<file path="src/rtl/fetch_queue_unit_if.sv">
// fetch_queue_unit_if: bundles the instruction-memory request/response bus,
// the decode-side valid/ready handshake and the redirect request.
//   master modport : the fetch unit (drives imem request and decode output)
//   slave modport  : the environment (memory, decode and branch logic)
interface fetch_queue_unit_if #(
  parameter int XLEN   = 32,
  parameter int ADDR_W = 32
);
  logic              imem_req_o;
  logic [ADDR_W-1:0] imem_addr_o;
  logic              imem_gnt_i;
  logic              imem_rvalid_i;
  logic [XLEN-1:0]   imem_rdata_i;
  logic              instr_valid_o;
  logic [XLEN-1:0]   instr_o;
  logic [ADDR_W-1:0] instr_pc_o;
  logic              instr_ready_i;
  logic              redirect_i;
  logic [ADDR_W-1:0] redirect_pc_i;

  modport master (
    output imem_req_o, imem_addr_o, instr_valid_o, instr_o, instr_pc_o,
    input  imem_gnt_i, imem_rvalid_i, imem_rdata_i, instr_ready_i,
           redirect_i, redirect_pc_i
  );

  modport slave (
    input  imem_req_o, imem_addr_o, instr_valid_o, instr_o, instr_pc_o,
    output imem_gnt_i, imem_rvalid_i, imem_rdata_i, instr_ready_i,
           redirect_i, redirect_pc_i
  );
endinterface

</file>
<file path="src/rtl/fetch_queue_unit.sv">
// fetch_queue_unit: owns the fetch PC, requests instructions from memory
// (grant handshake, fixed 1-cycle read latency) and buffers the returned
// instructions with their PCs in a QDEPTH-entry queue for decode.
//   clk_i   : clock, all state on rising edge
//   rst_i   : synchronous active-low reset
//   start_i : fetch enable (level)
//   busy_o  : RUN state, request in flight, or queue non-empty
//   bus     : imem request/response, decode handshake, redirect
module fetch_queue_unit #(
  parameter int                XLEN     = 32,
  parameter int                ADDR_W   = 32,
  parameter int                QDEPTH   = 4,
  parameter logic [ADDR_W-1:0] RESET_PC = '0
) (
  input  logic                 clk_i,
  input  logic                 rst_i,
  input  logic                 start_i,
  output logic                 busy_o,
  fetch_queue_unit_if.master   bus
);
  localparam int PTR_W = $clog2(QDEPTH);
  localparam int CNT_W = PTR_W + 1;

  typedef enum logic [0:0] {ST_IDLE = 1'b0, ST_RUN = 1'b1} state_t;

  state_t            state_q;
  logic [ADDR_W-1:0] fetch_pc_q;
  logic [ADDR_W-1:0] tag_q;
  logic              outstanding_q;
  logic [CNT_W-1:0]  count_q;
  logic [PTR_W-1:0]  head_q;
  logic [PTR_W-1:0]  tail_q;
  logic [XLEN-1:0]   instr_mem_q [QDEPTH];
  logic [ADDR_W-1:0] pc_mem_q    [QDEPTH];

  logic credit_ok_s;
  logic req_s;
  logic grant_s;
  logic push_s;
  logic valid_s;
  logic pop_s;
  logic nonempty_s;

  // Credit counts the in-flight request so a response always finds a free slot.
  assign credit_ok_s = (count_q + CNT_W'(outstanding_q)) < CNT_W'(QDEPTH);
  assign req_s       = (state_q == ST_RUN) & start_i & ~bus.redirect_i & credit_ok_s;
  assign grant_s     = req_s & bus.imem_gnt_i;
  // A response without a pending request (e.g. right after reset) is dropped.
  assign push_s      = bus.imem_rvalid_i & outstanding_q & ~bus.redirect_i;
  assign nonempty_s  = (count_q != CNT_W'(0));
  assign valid_s     = nonempty_s & ~bus.redirect_i;
  assign pop_s       = valid_s & bus.instr_ready_i;

  assign bus.imem_req_o    = req_s;
  assign bus.imem_addr_o   = fetch_pc_q;
  assign bus.instr_valid_o = valid_s;
  // Head data is masked when empty so stale entries never leak out.
  assign bus.instr_o       = nonempty_s ? instr_mem_q[head_q] : '0;
  assign bus.instr_pc_o    = nonempty_s ? pc_mem_q[head_q]    : '0;
  assign busy_o            = (state_q == ST_RUN) | outstanding_q | nonempty_s;

  // FSM, fetch PC, outstanding tracking and queue storage.
  always_ff @(posedge clk_i) begin
    if (!rst_i) begin
      state_q       <= ST_IDLE;
      fetch_pc_q    <= RESET_PC;
      tag_q         <= '0;
      outstanding_q <= 1'b0;
      count_q       <= '0;
      head_q        <= '0;
      tail_q        <= '0;
    end else begin
      case (state_q)
        ST_IDLE: state_q <= start_i ? ST_RUN : ST_IDLE;
        ST_RUN:  state_q <= start_i ? ST_RUN : ST_IDLE;
        default: state_q <= ST_IDLE;
      endcase

      if (bus.redirect_i) begin
        // Flush everything buffered or in flight and retarget, word aligned.
        fetch_pc_q    <= {bus.redirect_pc_i[ADDR_W-1:2], 2'b00};
        outstanding_q <= 1'b0;
        count_q       <= '0;
        head_q        <= '0;
        tail_q        <= '0;
      end else begin
        if (grant_s) begin
          fetch_pc_q <= fetch_pc_q + ADDR_W'(4);
          tag_q      <= fetch_pc_q;
        end
        // Back-to-back grants keep outstanding set across the response.
        if (grant_s) begin
          outstanding_q <= 1'b1;
        end else if (push_s) begin
          outstanding_q <= 1'b0;
        end
        if (push_s) begin
          instr_mem_q[tail_q] <= bus.imem_rdata_i;
          pc_mem_q[tail_q]    <= tag_q;
          tail_q              <= tail_q + PTR_W'(1);
        end
        if (pop_s) begin
          head_q <= head_q + PTR_W'(1);
        end
        count_q <= count_q + CNT_W'(push_s) - CNT_W'(pop_s);
      end
    end
  end
endmodule

</file>
<file path="src/flat_wrapper.sv">
// flat-port wrapper written by rule: the top's interface ports become plain ports
module fetch_queue_unit_flat 
#(
  parameter int                XLEN     = 32,
  parameter int                ADDR_W   = 32,
  parameter int                QDEPTH   = 4,
  parameter logic [ADDR_W-1:0] RESET_PC = '0
)
  (clk_i, rst_i, start_i, busy_o, bus_imem_req_o, bus_imem_addr_o, bus_instr_valid_o, bus_instr_o, bus_instr_pc_o, bus_imem_gnt_i, bus_imem_rvalid_i, bus_imem_rdata_i, bus_instr_ready_i, bus_redirect_i, bus_redirect_pc_i);
  fetch_queue_unit_if #(.XLEN(XLEN), .ADDR_W(ADDR_W)) bus_i ();
  input  logic clk_i;
  input  logic rst_i;
  input  logic start_i;
  output logic busy_o;
  output wire logic [$bits(bus_i.imem_req_o)-1:0] bus_imem_req_o;
  output wire logic [$bits(bus_i.imem_addr_o)-1:0] bus_imem_addr_o;
  output wire logic [$bits(bus_i.instr_valid_o)-1:0] bus_instr_valid_o;
  output wire logic [$bits(bus_i.instr_o)-1:0] bus_instr_o;
  output wire logic [$bits(bus_i.instr_pc_o)-1:0] bus_instr_pc_o;
  input wire logic [$bits(bus_i.imem_gnt_i)-1:0] bus_imem_gnt_i;
  input wire logic [$bits(bus_i.imem_rvalid_i)-1:0] bus_imem_rvalid_i;
  input wire logic [$bits(bus_i.imem_rdata_i)-1:0] bus_imem_rdata_i;
  input wire logic [$bits(bus_i.instr_ready_i)-1:0] bus_instr_ready_i;
  input wire logic [$bits(bus_i.redirect_i)-1:0] bus_redirect_i;
  input wire logic [$bits(bus_i.redirect_pc_i)-1:0] bus_redirect_pc_i;
  assign bus_imem_req_o = bus_i.imem_req_o;
  assign bus_imem_addr_o = bus_i.imem_addr_o;
  assign bus_instr_valid_o = bus_i.instr_valid_o;
  assign bus_instr_o = bus_i.instr_o;
  assign bus_instr_pc_o = bus_i.instr_pc_o;
  assign bus_i.imem_gnt_i = bus_imem_gnt_i;
  assign bus_i.imem_rvalid_i = bus_imem_rvalid_i;
  assign bus_i.imem_rdata_i = bus_imem_rdata_i;
  assign bus_i.instr_ready_i = bus_instr_ready_i;
  assign bus_i.redirect_i = bus_redirect_i;
  assign bus_i.redirect_pc_i = bus_redirect_pc_i;
  fetch_queue_unit #(.XLEN(XLEN), .ADDR_W(ADDR_W), .QDEPTH(QDEPTH), .RESET_PC(RESET_PC)) u_core (.clk_i(clk_i), .rst_i(rst_i), .start_i(start_i), .busy_o(busy_o), .bus(bus_i));
endmodule
</file>
<file path="config.mk">
export PLATFORM = sky130hd
export DESIGN_NAME = fetch_queue_unit_flat
export DESIGN_NICKNAME = d
export VERILOG_FILES = /design/src/rtl/fetch_queue_unit_if.sv /design/src/rtl/fetch_queue_unit.sv /design/src/flat_wrapper.sv
export SDC_FILE = /design/constraint.sdc
export NUM_CORES = 1
export LEC_CHECK = 0
export ABC_CLOCK_PERIOD_IN_PS = 6000
export BUFFER_PORTS_ARGS = -buffer_cell sky130_fd_sc_hd__buf_2
export CAP_MARGIN = 20
export CORE_MARGIN = 2
export CORE_UTILIZATION = 45
export DETAILED_ROUTE_END_ITERATION = 10
export PLACE_DENSITY_LB_ADDON = 0.25
export SLEW_MARGIN = 20
export SYNTH_ARGS = -nofsm -noshare
export SYNTH_HDL_FRONTEND = slang
export SYNTH_SLANG_ARGS = --single-unit
</file>
<file path="constraint.sdc">
create_clock -name clk_i -period 6 [get_ports clk_i]
set_input_delay 0.6 -clock clk_i [delete_from_list [all_inputs] [get_ports clk_i]]
set_output_delay 0.6 -clock clk_i [all_outputs]
set_load 0.01 [all_outputs]
</file>
# ---- Yosys cells after proc, flatten, opt, wreduce, memory -nomap -nowiden
# Memory sizes are Yosys's and may differ from the RTL's. A register that Yosys moved wholly into a read port is not among the register bits.
# Cells that the tools add are included.
dict set report totals {
  n_memories 2
  wordCells 49
  mem_bits_rw 256
  in_bits 71
  register_bits 73
  out_inout_bits 99
}
dict set report op_classes {
  n_reduce_logical 5
  mux 15
  order_cmp 1
  n_addsub 6
  bitwise_logic 12
}
# name depth word_bits rd rd_ports_with_merged_regs wr line
set memory_table {}
lappend memory_table {u_core.instr_mem_q 4 32 1 1 1 fetch_queue_unit.sv:33} ;# logic [XLEN-1:0] instr_mem_q [QDEPTH];
lappend memory_table {u_core.pc_mem_q 4 32 1 1 1 fetch_queue_unit.sv:34} ;# logic [ADDR_W-1:0] pc_mem_q [QDEPTH];
# op count
set op_table {}
lappend op_table {{two-way mux 32 bit} 4}
lappend op_table {{adder 32 x 3 -> 32 bit (second input constant)} 1}
lappend op_table {{AND 1 bit} 8}
lappend op_table {{two-way mux 2 bit} 4}
lappend op_table {{two-way mux 1 bit} 7}
lappend op_table {{adder 3 x 1 -> 3 bit} 2}
lappend op_table {{adder 2 x 1 -> 2 bit (second input constant)} 2}
lappend op_table {{nonzero test 2 bit} 2}
lappend op_table {{less-than comparator 3 bit (second input constant)} 1}
lappend op_table {{nonzero test 3 bit} 1}
lappend op_table {{subtractor 3 x 1 -> 3 bit} 1}
lappend op_table {{NOT 1 bit} 2}
lappend op_table {{bitwise OR 1 bit} 2}
lappend op_table {{AND reduction 2 bit} 1}
lappend op_table {{OR reduction 2 bit} 1}

# ---- Logic depth before layout (Yosys ltp)
# Gate-level depths: netlist (run 1).
dict set report logic_depth {
  word_depth 6
  ltp_mapped 11
  mapped_depth_nobuf 10
}

# ---- Least setup slack after synthesis (run 1)
# No wires, ideal clock.
dict set report synth_path {
  kind {input to register}
  from {input port bus_redirect_i}
  to {memory u_core.instr_mem_q[0][0] (enable)}
  path_buffers 1
  stages 3
  setup_slack_ns 3.058
  setup_time_ns 0.427
  t_arrival_ns 2.515
  cell_sequence {clkbuf_1 -> nor2_1 -> and3_1}
}
dict set report synth_via {
  elab_chain_len 6
}
# item line
set synth_lines {}
lappend synth_lines {{from (decl)} flat_wrapper.sv:24} ;# input wire logic [$bits(bus_i.redirect_i)-1:0] bus_redirect_i;
lappend synth_lines {{NOT 1 bit} fetch_queue_unit.sv:49} ;# assign push_s = bus.imem_rvalid_i & outstanding_q & ~bus.redirect_i;
lappend synth_lines {{AND 1 bit} fetch_queue_unit.sv:49}
lappend synth_lines {{two-way mux 1 bit} fetch_queue_unit.sv:97} ;# if (push_s) begin
lappend synth_lines {{two-way mux 1 bit *} fetch_queue_unit.sv:79} ;# if (bus.redirect_i) begin
lappend synth_lines {{two-way mux 1 bit *} fetch_queue_unit.sv:64} ;# if (!rst_i) begin
lappend synth_lines {{two-way mux 1 bit (implied by the code) *} fetch_queue_unit.sv:98} ;# instr_mem_q[tail_q] <= bus.imem_rdata_i;
lappend synth_lines {{to (decl)} fetch_queue_unit.sv:33}
# Every way passes the cells marked *; elsewhere a longest branch is shown, timed or not.

==> impl_metrics.json, run 1 <==
{
  "avgRoutedWirePerCell_um": 19.06,
  "num_antenna_cells": 0,
  "worstPathArrival_ns": 2.82,
  "internal-power_mw": 3.682,
  "first_pass_iters": 4,
  "grt_max_degree": 66,
  "ys_ff_latch": 319,
  "setup_slack_ns": 2.575,
  "die_h_um": 172.3,
  "drt-total-wl_mm": 26.18,
  "ff2ff_path_depth": 6,
  "cts-root-buf": "clkbuf_16",
  "io_pins": 170,
  "finalCritPeriodShare": 0.5708,
  "finClkSkew_ns": 0.01488,
  "grtUsageMet3": 0.03593,
  "ys_warn_count": 0,
  "ir_drop_mv": 0.1461,
  "synthAdderAreaFrac": 0.008445,
  "required_ns": 5.40,
  "p_clk_frac": 0.450,
  "r2r_start": "u_core.bus.imem_addr_o[3]$_SDFFE_PN0P_",
  "synth_mux_area_frac": 0.1096,
  "synthXorXnorAreaFrac": 0.02062,
  "cts_tree": "yes",
  "port_buffers": 163,
  "fill_cells": 2321,
  "grt_antenna_before_repair": 1,
  "path_clk_slew_ns": 0.06,
  "grt_pass1_wl_mm": 40.81,
  "drt_iter0_drc": 403,
  "grtUsageTotal": 0.1798,
  "power_frac_comb": 0.024,
  "synthDistinctLibCells": 47,
  "cts_hold_buffers": 0,
  "synth_simple_gate_area_frac": 0.1003,
  "worst_slew_pin_slew_ns": 1.025,
  "die_area_sq_um": 29680,
  "die_w_um": 172.3,
  "clock_sinks": 319,
  "fmax_ghz": 0.2920,
  "switchingPower_mw": 0.8918,
  "pwr-share-seq": 0.526,
  "post-cts-setup-buffers": 0,
  "synth_area_per_cell_sq_um": 15.65,
  "cp-end-kind": "output port",
  "hpwl_mm": 14.90,
  "maxSlewViolCount": 0,
  "core-area_sq_um": 27860,
  "vias": 7188,
  "switching_share": 0.1950,
  "grt_pass1_vias": 7309,
  "ff2ff_setup_slack_ns": 3.42,
  "final_cells": 1374,
  "whs_path_depth": 1,
  "min_from": "bus_imem_rdata_i[12]",
  "synth_top_family_by_area": "multiplexers",
  "rsz0062_at_grt": "no",
  "syn_inst": 814,
  "postPlaceCellArea_sq_um": 13880,
  "syn_area_sq_um": 12740,
  "power.leakage_nw": 4.897,
  "gp_congestion": 0.7727,
  "synth-edff-count": 248,
  "max_slew_margin": 0.3164,
  "synth.area.top_cells": "edfxtp_1 (58%), dfxtp_1 (11%), mux4_2 (11%), and2_1 (3.1%), nand2_1 (2.7%)",
  "dp.cells": 1313,
  "hold_path_end": "u_core.instr_mem_q[0][12]$_DFFE_PP_",
  "postRouteAntennaNets": 0,
  "cts.path.max_buffers": 3,
  "synth_top_cell_by_area": "edfxtp_1",
  "crit_type": "reg2out",
  "synthFlopType": "edfxtp_1",
  "seq_area_frac_synth": 0.6960,
  "hold_class": "in2reg",
  "start_kind": "flip-flop",
  "vias_per_cell": 5.231,
  "syn_to_final_growth_pct": 17.59,
  "final_layout_size_suffix_gt1_frac": 0.3032,
  "max_cap_viol_count": 0,
  "final.setup.tns_ns": 0,
  "start_util": 0.4574,
  "clkLatencyLatePin_ns": 0.50,
  "setup_violations": 0,
  "p_per_area_nw_per_um2": 305.2,
  "synth-compound-area-share": 0.04271,
  "nNetsFinal": 1052,
  "rr_endpoint": "u_core.bus.imem_addr_o[22]$_SDFFE_PN0P_",
  "grtUsageMet1": 0.2535,
  "use_met2": 0.2904,
  "outcome": "finished, final reports clean",
  "place_ws_ns": 2.939,
  "finish.instance_area_sq_um": 14980,
  "top_usage_layer": "met2",
  "cts_resized": 0,
  "finalHoldViolCount": 0,
  "yosysMostFrequentCell": "edfxtp_1",
  "async_flop_share": 0,
  "cts_buffers": 36,
  "crit_fanout": 43,
  "rows": 61,
  "synth_top_area_share": 0.5844,
  "synthTopCellsByCount": "edfxtp_1 (248), nand2_1 (90), dfxtp_1 (71), and2_1 (64), mux4_2 (62)",
  "drc": 0,
  "gr-total-overflow": 0,
  "cts.htree.levels": 2,
  "fin_crit_ns": 3.425
}
worst max-delay path, stage by stage, from the launching register on:
cell and delay, ns:
dfxtp_4 0.94, buf_4 0.51, mux4_2 0.56, and2_1 0.16, buf_2 0.13
worst max-delay path by stage:
stage                              start                                  to  cells after the start
after floorplan           bus_redirect_i  u_core.instr_mem_q[0][0]$_DFFE_PP_                      3
after global placement         flip-flop                      bus_instr_o[2]                      4
after global routing           flip-flop                  bus_instr_pc_o[19]                      4
final                          flip-flop                      bus_instr_o[2]                      4
after CTS                      flip-flop                      bus_instr_o[2]                      4
after detailed placement       flip-flop                      bus_instr_o[2]                      4
cell usage in the layout, fill, tap and decap left out, types with 13 or more instances in the layout:
cell type and n:
edfxtp_1 248, clkbuf_1 13, and2_1 64, clkbuf_16 37
a21oi_1 51, o21ai_0 15, mux4_2 62, nor2_1 14
nand3_1 18, dfxtp_1 69, buf_2 163, xnor2_1 21
nand2_1 90
state kept, by name (all words and copies together) (netlist names), named ones only:
name / flops
u_core.outstanding_q: 1
u_core.bus.imem_addr_o: 30
u_core.pc_mem_q: 120
u_core.tail_q: 2
u_core.instr_mem_q: 128
u_core.head_q: 2
u_core.tag_q: 30
u_core.state_q: 1
u_core.count_q: 3
metrics by stage:
step / util / power, mW / hold WS, ns
after floorplan: - / 2.501 / 0.4600
after global placement: 0.4983 / 2.560 / 0.4813
after detailed placement: 0.4983 / 2.562 / 0.4906
after CTS: 0.5378 / 4.626 / 0.2945
after global routing: 0.5378 / 4.725 / 0.2996
final: 0.5378 / 4.574 / 0.3235
power groups by stage:
| stage | Clock, mW | Combinational (mW) | Sequential [mW] |
|---|---|---|---|
| floorplan | 0 | 0.0506 | 2.45 |
| global placement | 0 | 0.107 | 2.45 |
| detailed placement | 0 | 0.110 | 2.45 |
| CTS | 2.11 | 0.110 | 2.41 |
| global route | 2.20 | 0.121 | 2.41 |
| finish | 2.06 | 0.110 | 2.41 |
layer usage:
layer | routed length [um] | up-vias
li1 | - | 3393
met1 | 12080 | 3575
met2 | 12280 | 193
met3 | 1490 | 25
met4 | 314 | 2
met5 | 13 | -
cells by family (layout without fill, tap and decap cells):
group | count (synthesis) | in the layout
flip-flops | 319 | 319
buffers and inverters | 62 | 241
AND/OR/NAND/NOR | 236 | 236
XOR/XNOR | 30 | 30
multiplexers | 62 | 62
other | 1 | 4
adder cells (fa/ha/maj) | 8 | 8
AO/OA/AOI/OAI | 96 | 96
final cells by class:
cell class                      instances  area (sq um)  share of cell area
Sequential cell                       319          8876              0.5924
Tap cell                              378         473.0             0.03157
Inverter                               10         37.54            0.002505
Clock buffer                           50         974.7             0.06505
Timing Repair Buffer                  170         868.3             0.05795
Clock inverter                         11         126.4            0.008434
Multi-Input combinational cell        436          3627              0.2421
(Power assumes the default switching activity.)
==> run 2: changes to the inputs <==
--- a/config.mk
+++ b/config.mk
@@ -5,7 +5,7 @@
 export SDC_FILE = /design/constraint.sdc
 export NUM_CORES = 1
 export LEC_CHECK = 0
-export ABC_CLOCK_PERIOD_IN_PS = 6000
+export ABC_CLOCK_PERIOD_IN_PS = 3000
 export BUFFER_PORTS_ARGS = -buffer_cell sky130_fd_sc_hd__buf_2
 export CAP_MARGIN = 20
 export CORE_MARGIN = 2
==> constraint.sdc (replaced) <==
create_clock -name clk_i -period 3 [get_ports clk_i]
set_input_delay 0.3 -clock clk_i [delete_from_list [all_inputs] [get_ports clk_i]]
set_output_delay 0.3 -clock clk_i [all_outputs]
set_load 0.01 [all_outputs]
==> impl_metrics.json, run 2 (same netlist as run 1, synthesis figures left out) <==
{
  "outcome": "finished, final reports clean",
  "first_pass_iters": 5,
  "max_slew_margin": 0.5551,
  "grtUsageTotal": 0.1791,
  "cts-root-buf": "clkbuf_16",
  "ff2ff_setup_slack_ns": 0.54,
  "mostFrequentLayoutCell": "edfxtp_1",
  "power.total_mw": 9.162,
  "gr-total-overflow": 0,
  "required_ns": 2.70,
  "top_regs": "u_core.instr_mem_q x128, u_core.pc_mem_q x120",
  "crit_fanout": 25,
  "rsz0062_at_grt": "no",
  "vias_per_cell": 5.258,
  "vias": 7398,
  "p_per_area_nw_per_um2": 595.0,
  "drt-total-wl_mm": 26.60,
  "finClkSkew_ns": 0.01190,
  "max_cap_viol_count": 0,
  "rows": 61,
  "r2r_start": "u_core.bus.imem_addr_o[3]$_SDFFE_PN0P_",
  "fin_crit_ns": 2.606,
  "port_buffers": 163,
  "cp_cell_sequence": "buf_12, mux4_2, and2_1, buf_2",
  "grt_max_degree": 66,
  "start_kind": "flip-flop",
  "cts.path.max_buffers": 3,
  "post-cts-setup-buffers": 0,
  "core-area_sq_um": 27860,
  "cts_resized": 0,
  "final_cell_mix": "edfxtp_1 (248), buf_2 (163), nand2_1 (90), dfxtp_1 (69), and2_1 (64)",
  "crit_slowest_cell": "dfxtp_4",
  "crit_cells": 4,
  "drt_iter0_drc": 501,
  "avgRoutedWirePerCell_um": 18.90,
  "die_w_um": 172.3,
  "cpPeakStageDelay_ns": 0.63,
  "start_util": 0.4574,
  "power.leakage_nw": 5.077,
  "hold_class": "in2reg",
  "postRouteAntennaNets": 0,
  "worst_slew_pin_slew_ns": 0.6674,
  "io_pins": 170,
  "hpwl_mm": 16.39,
  "clkLatencyLatePin_ns": 0.50,
  "cts.htree.levels": 2,
  "grt_pass1_wl_mm": 40.72,
  "regMostFlops": "u_core.instr_mem_q",
  "largest_register_ffs": 128,
  "cpLargestDelayFamily": "flip-flops",
  "crit_type": "reg2out",
  "final_layout_size_suffix_gt1_frac": 0.3149,
  "num_antenna_cells": 0,
  "die_h_um": 172.3,
  "clock_sinks": 319,
  "min_from": "bus_imem_rdata_i[27]",
  "cts_buffers": 35,
  "critical_path.endpoint": "bus_instr_o[25]",
  "maxSlewViolCount": 0,
  "setup_violations": 0,
  "rr_endpoint": "u_core.bus.imem_addr_o[22]$_SDFFE_PN0P_",
  "gp_congestion": 0.7838,
  "worstPathArrival_ns": 2.31,
  "grt_pass1_vias": 7308,
  "die_area_sq_um": 29680,
  "fmax_ghz": 0.3837,
  "final.setup.tns_ns": 0,
  "nNetsFinal": 1082,
  "ir_drop_mv": 0.2809,
  "grt_antenna_before_repair": 1,
  "cp-end-kind": "output port",
  "finalHoldViolCount": 0,
  "finalCritPeriodShare": 0.8687,
  "fill_cells": 2276,
  "path_clk_slew_ns": 0.06,
  "syn_to_final_growth_pct": 20.85,
  "ff2ff_path_depth": 6,
  "cts_tree": "yes",
  "drc": 0,
  "critPathBufInv": 2,
  "cts_hold_buffers": 17
}
## run 2: metrics by stage
stage               area (sq um)  setup WS (ns)  hold WS (ns)  cells  utilization
detailed placement         14120         0.5744        0.4886   1327       0.5070
CTS                        15400         0.3045     0.0008543   1407       0.5528
global route               15400         0.2314      0.002875   1407       0.5528
global placement           14120         0.6237        0.4797   1327       0.5070
floorplan                  12750         0.3579        0.3989    817            -
finish                     15400         0.3939       0.02222   1407       0.5528
## run 2: layout make-up
| class | count | area (sq um) | share of cell area |
|---|---|---|---|
| Clock inverter | 20 | 187.7 | 0.01219 |
| Inverter | 10 | 37.54 | 0.002438 |
| Sequential cell | 319 | 8876 | 0.5764 |
| Clock buffer | 43 | 915.9 | 0.05948 |
| Multi-Input combinational cell | 436 | 3627 | 0.2356 |
| Tap cell | 378 | 473.0 | 0.03071 |
| Timing Repair Buffer | 201 | 1281 | 0.08320 |
## run 2: worst min path at each step
stage	end	slack, ns	cells past startpoint
after detailed placement	u_core.tag_q[26]$_SDFFE_PN0P_	0.49	2
after global routing	u_core.instr_mem_q[0][30]$_DFFE_PP_	0.003	1
after global placement	u_core.tag_q[30]$_SDFFE_PN0P_	0.48	2
final	u_core.instr_mem_q[2][27]$_DFFE_PP_	0.02	1
after floorplan	u_core.instr_mem_q[0][0]$_DFFE_PP_	0.40	0
after CTS	u_core.instr_mem_q[3][0]$_DFFE_PP_	0.0009	1
## run 2: power by group
group | total, mW | leakage [nW] | internal, mW | switching [mW]
sequential | 4.81 | 2.58 | 4.76 | 0.0558
combinational | 0.243 | 1.96 | 0.108 | 0.135
clock | 4.11 | 0.543 | 2.44 | 1.66
## run 2: layer usage
metal,part of all wire,vias up,global-route usage
met5,0.00049,-,0
met2,0.47,241,0.2846
met3,0.056,40,0.03044
li1,-,3456,-
met4,0.017,2,0.04859
met1,0.46,3659,0.2577
==> run 3: changes to the inputs <==
--- a/config.mk
+++ b/config.mk
@@ -11,7 +11,7 @@
 export CORE_MARGIN = 2
 export CORE_UTILIZATION = 45
 export DETAILED_ROUTE_END_ITERATION = 10
-export PLACE_DENSITY_LB_ADDON = 0.25
+export PLACE_DENSITY = 0.65
 export SLEW_MARGIN = 20
 export SYNTH_ARGS = -nofsm -noshare
 export SYNTH_HDL_FRONTEND = slang
==> impl_metrics.json, run 3 (same netlist as run 1, synthesis figures left out) <==
{
  "outcome": "finished, final reports clean",
  "finalHoldViolCount": 0,
  "regMostFlops": "u_core.instr_mem_q",
  "power.total_mw": 8.936,
  "port_buffers": 163,
  "grt_max_degree": 66,
  "fin_crit_ns": 2.574,
  "power.leakage_nw": 4.967,
  "p_per_area_nw_per_um2": 590.1,
  "rsz0062_at_grt": "no",
  "post-cts-setup-buffers": 0,
  "hold_class": "in2reg",
  "r2r_start": "u_core.bus.imem_addr_o[2]$_SDFFE_PN0P_",
  "postRouteAntennaNets": 0,
  "vias": 7276,
  "drc": 0,
  "final_cell_mix": "edfxtp_1 (248), buf_2 (163), nand2_1 (90), dfxtp_1 (69), and2_1 (64)",
  "final_layout_size_suffix_gt1_frac": 0.3135,
  "max_slew_margin": 0.5569,
  "maxSlewViolCount": 0,
  "finalCritPeriodShare": 0.8580,
  "clock_sinks": 319,
  "postPlaceCellArea_sq_um": 14050,
  "die_area_sq_um": 29680,
  "required_ns": 2.70,
  "grt_pass1_wl_mm": 40.13,
  "core-area_sq_um": 27860,
  "top_regs": "u_core.instr_mem_q x128, u_core.pc_mem_q x120",
  "clkLatencyLatePin_ns": 0.50,
  "num_antenna_cells": 0,
  "finClkSkew_ns": 0.01233,
  "gr-total-overflow": 0,
  "min_from": "bus_imem_rdata_i[0]",
  "ff2ff_setup_slack_ns": 0.59,
  "start_util": 0.4574,
  "final.setup.tns_ns": 0,
  "cts.htree.levels": 2,
  "drt-total-wl_mm": 25.82,
  "vias_per_cell": 5.250,
  "worst_slew_pin_slew_ns": 0.6647,
  "largest_register_ffs": 128,
  "hpwl_mm": 15.74,
  "gp_congestion": 0.7689,
  "nNetsFinal": 1066,
  "grtUsageTotal": 0.1776,
  "crit_fanout": 29,
  "io_pins": 170,
  "die_w_um": 172.3,
  "grt_antenna_before_repair": 0,
  "avgRoutedWirePerCell_um": 18.63,
  "first_pass_iters": 4,
  "cts_buffers": 35,
  "mostFrequentLayoutCell": "edfxtp_1",
  "cp-end-kind": "output port",
  "die_h_um": 172.3,
  "cts.path.max_buffers": 3,
  "fmax_ghz": 0.3885,
  "path_clk_slew_ns": 0.06,
  "crit_type": "reg2out",
  "drt_iter0_drc": 365,
  "rows": 61,
  "worstPathArrival_ns": 2.27,
  "syn_to_final_growth_pct": 18.85,
  "finish.instance_area_sq_um": 15140,
  "setup_violations": 0,
  "ir_drop_mv": 0.3144,
  "start_kind": "flip-flop",
  "cts-root-buf": "clkbuf_16",
  "cts_tree": "yes",
  "max_cap_viol_count": 0,
  "grt_pass1_vias": 7207
}
run 3: changes by cell type in the layout (fill, tap and decap cells not counted):
cell	delta
clkinv_4	+1
clkbuf_1	-3
buf_4	+1
dlygate4sd3_1	-13
buf_12	-4
clkbuf_8	-1
clkbuf_16	+2
inv_6	-3
clkinv_2	-2
bufinv_16	-2
clkinv_1	+3
run 3: per-layer routing:
metal | track usage | wire (um) | vias to the layer above
li1 | - | - | 3423
met1 | 0.2490 | 11630 | 3595
met2 | 0.2902 | 12180 | 224
met3 | 0.03410 | 1638 | 34
met4 | 0.04019 | 367 | 0
met5 | 0 | 0 | -
run 3: repair_timing:
item / CTS / global route
endpoints found under the hold margin: 13 / 0
setup endpoints to repair: 0 / 0
gates resized for setup: 0 / 0
hold buffers: 4 / 0
run 3: critical path, stage by stage (launching register included):
cell and delay (ns):
dfxtp_4 0.60, buf_12 0.31, mux4_2 0.53, and2_1 0.19, buf_2 0.14
run 3: where the power goes:
part | switching [mW] | internal, mW
combinational | 0.131 | 0.0969
sequential | 0.0552 | 4.76
clock | 1.58 | 2.31
run 3: path summary, 6_finish.rpt:
check	depth (start not counted)	end
setup reg to reg	6	u_core.bus.imem_addr_o[22]$_SDFFE_PN0P_
hold / removal	1	u_core.instr_mem_q[1][0]$_DFFE_PP_
hold reg to reg	2	u_core.tail_q[1]$_SDFFE_PP0P_
setup / recovery	4	bus_instr_pc_o[31]
run 3: final cells by class:
class | instances | area (sq um)
Fill cell | 2311 | 12710
Clock buffer | 41 | 940.9
Clock inverter | 17 | 111.4
Multi-Input combinational cell | 436 | 3627
Timing Repair Buffer | 185 | 1079
Sequential cell | 319 | 8876
Tap cell | 378 | 473.0
Inverter | 10 | 37.54
run 3: per-stage QoR:
| stage | utilization | hold WS, ns | worst slack [ns] | std cells |
|---|---|---|---|---|
| after floorplan | - | 0.3989 | 0.3579 | 817 |
| after global placement | 0.5044 | 0.4812 | 0.6573 | 1324 |
| after detailed placement | 0.5044 | 0.4909 | 0.6070 | 1324 |
| after CTS | 0.5436 | 0.001400 | 0.3514 | 1386 |
| after global routing | 0.5436 | 0.008949 | 0.2697 | 1386 |
| final | 0.5436 | 0.02780 | 0.4259 | 1386 |
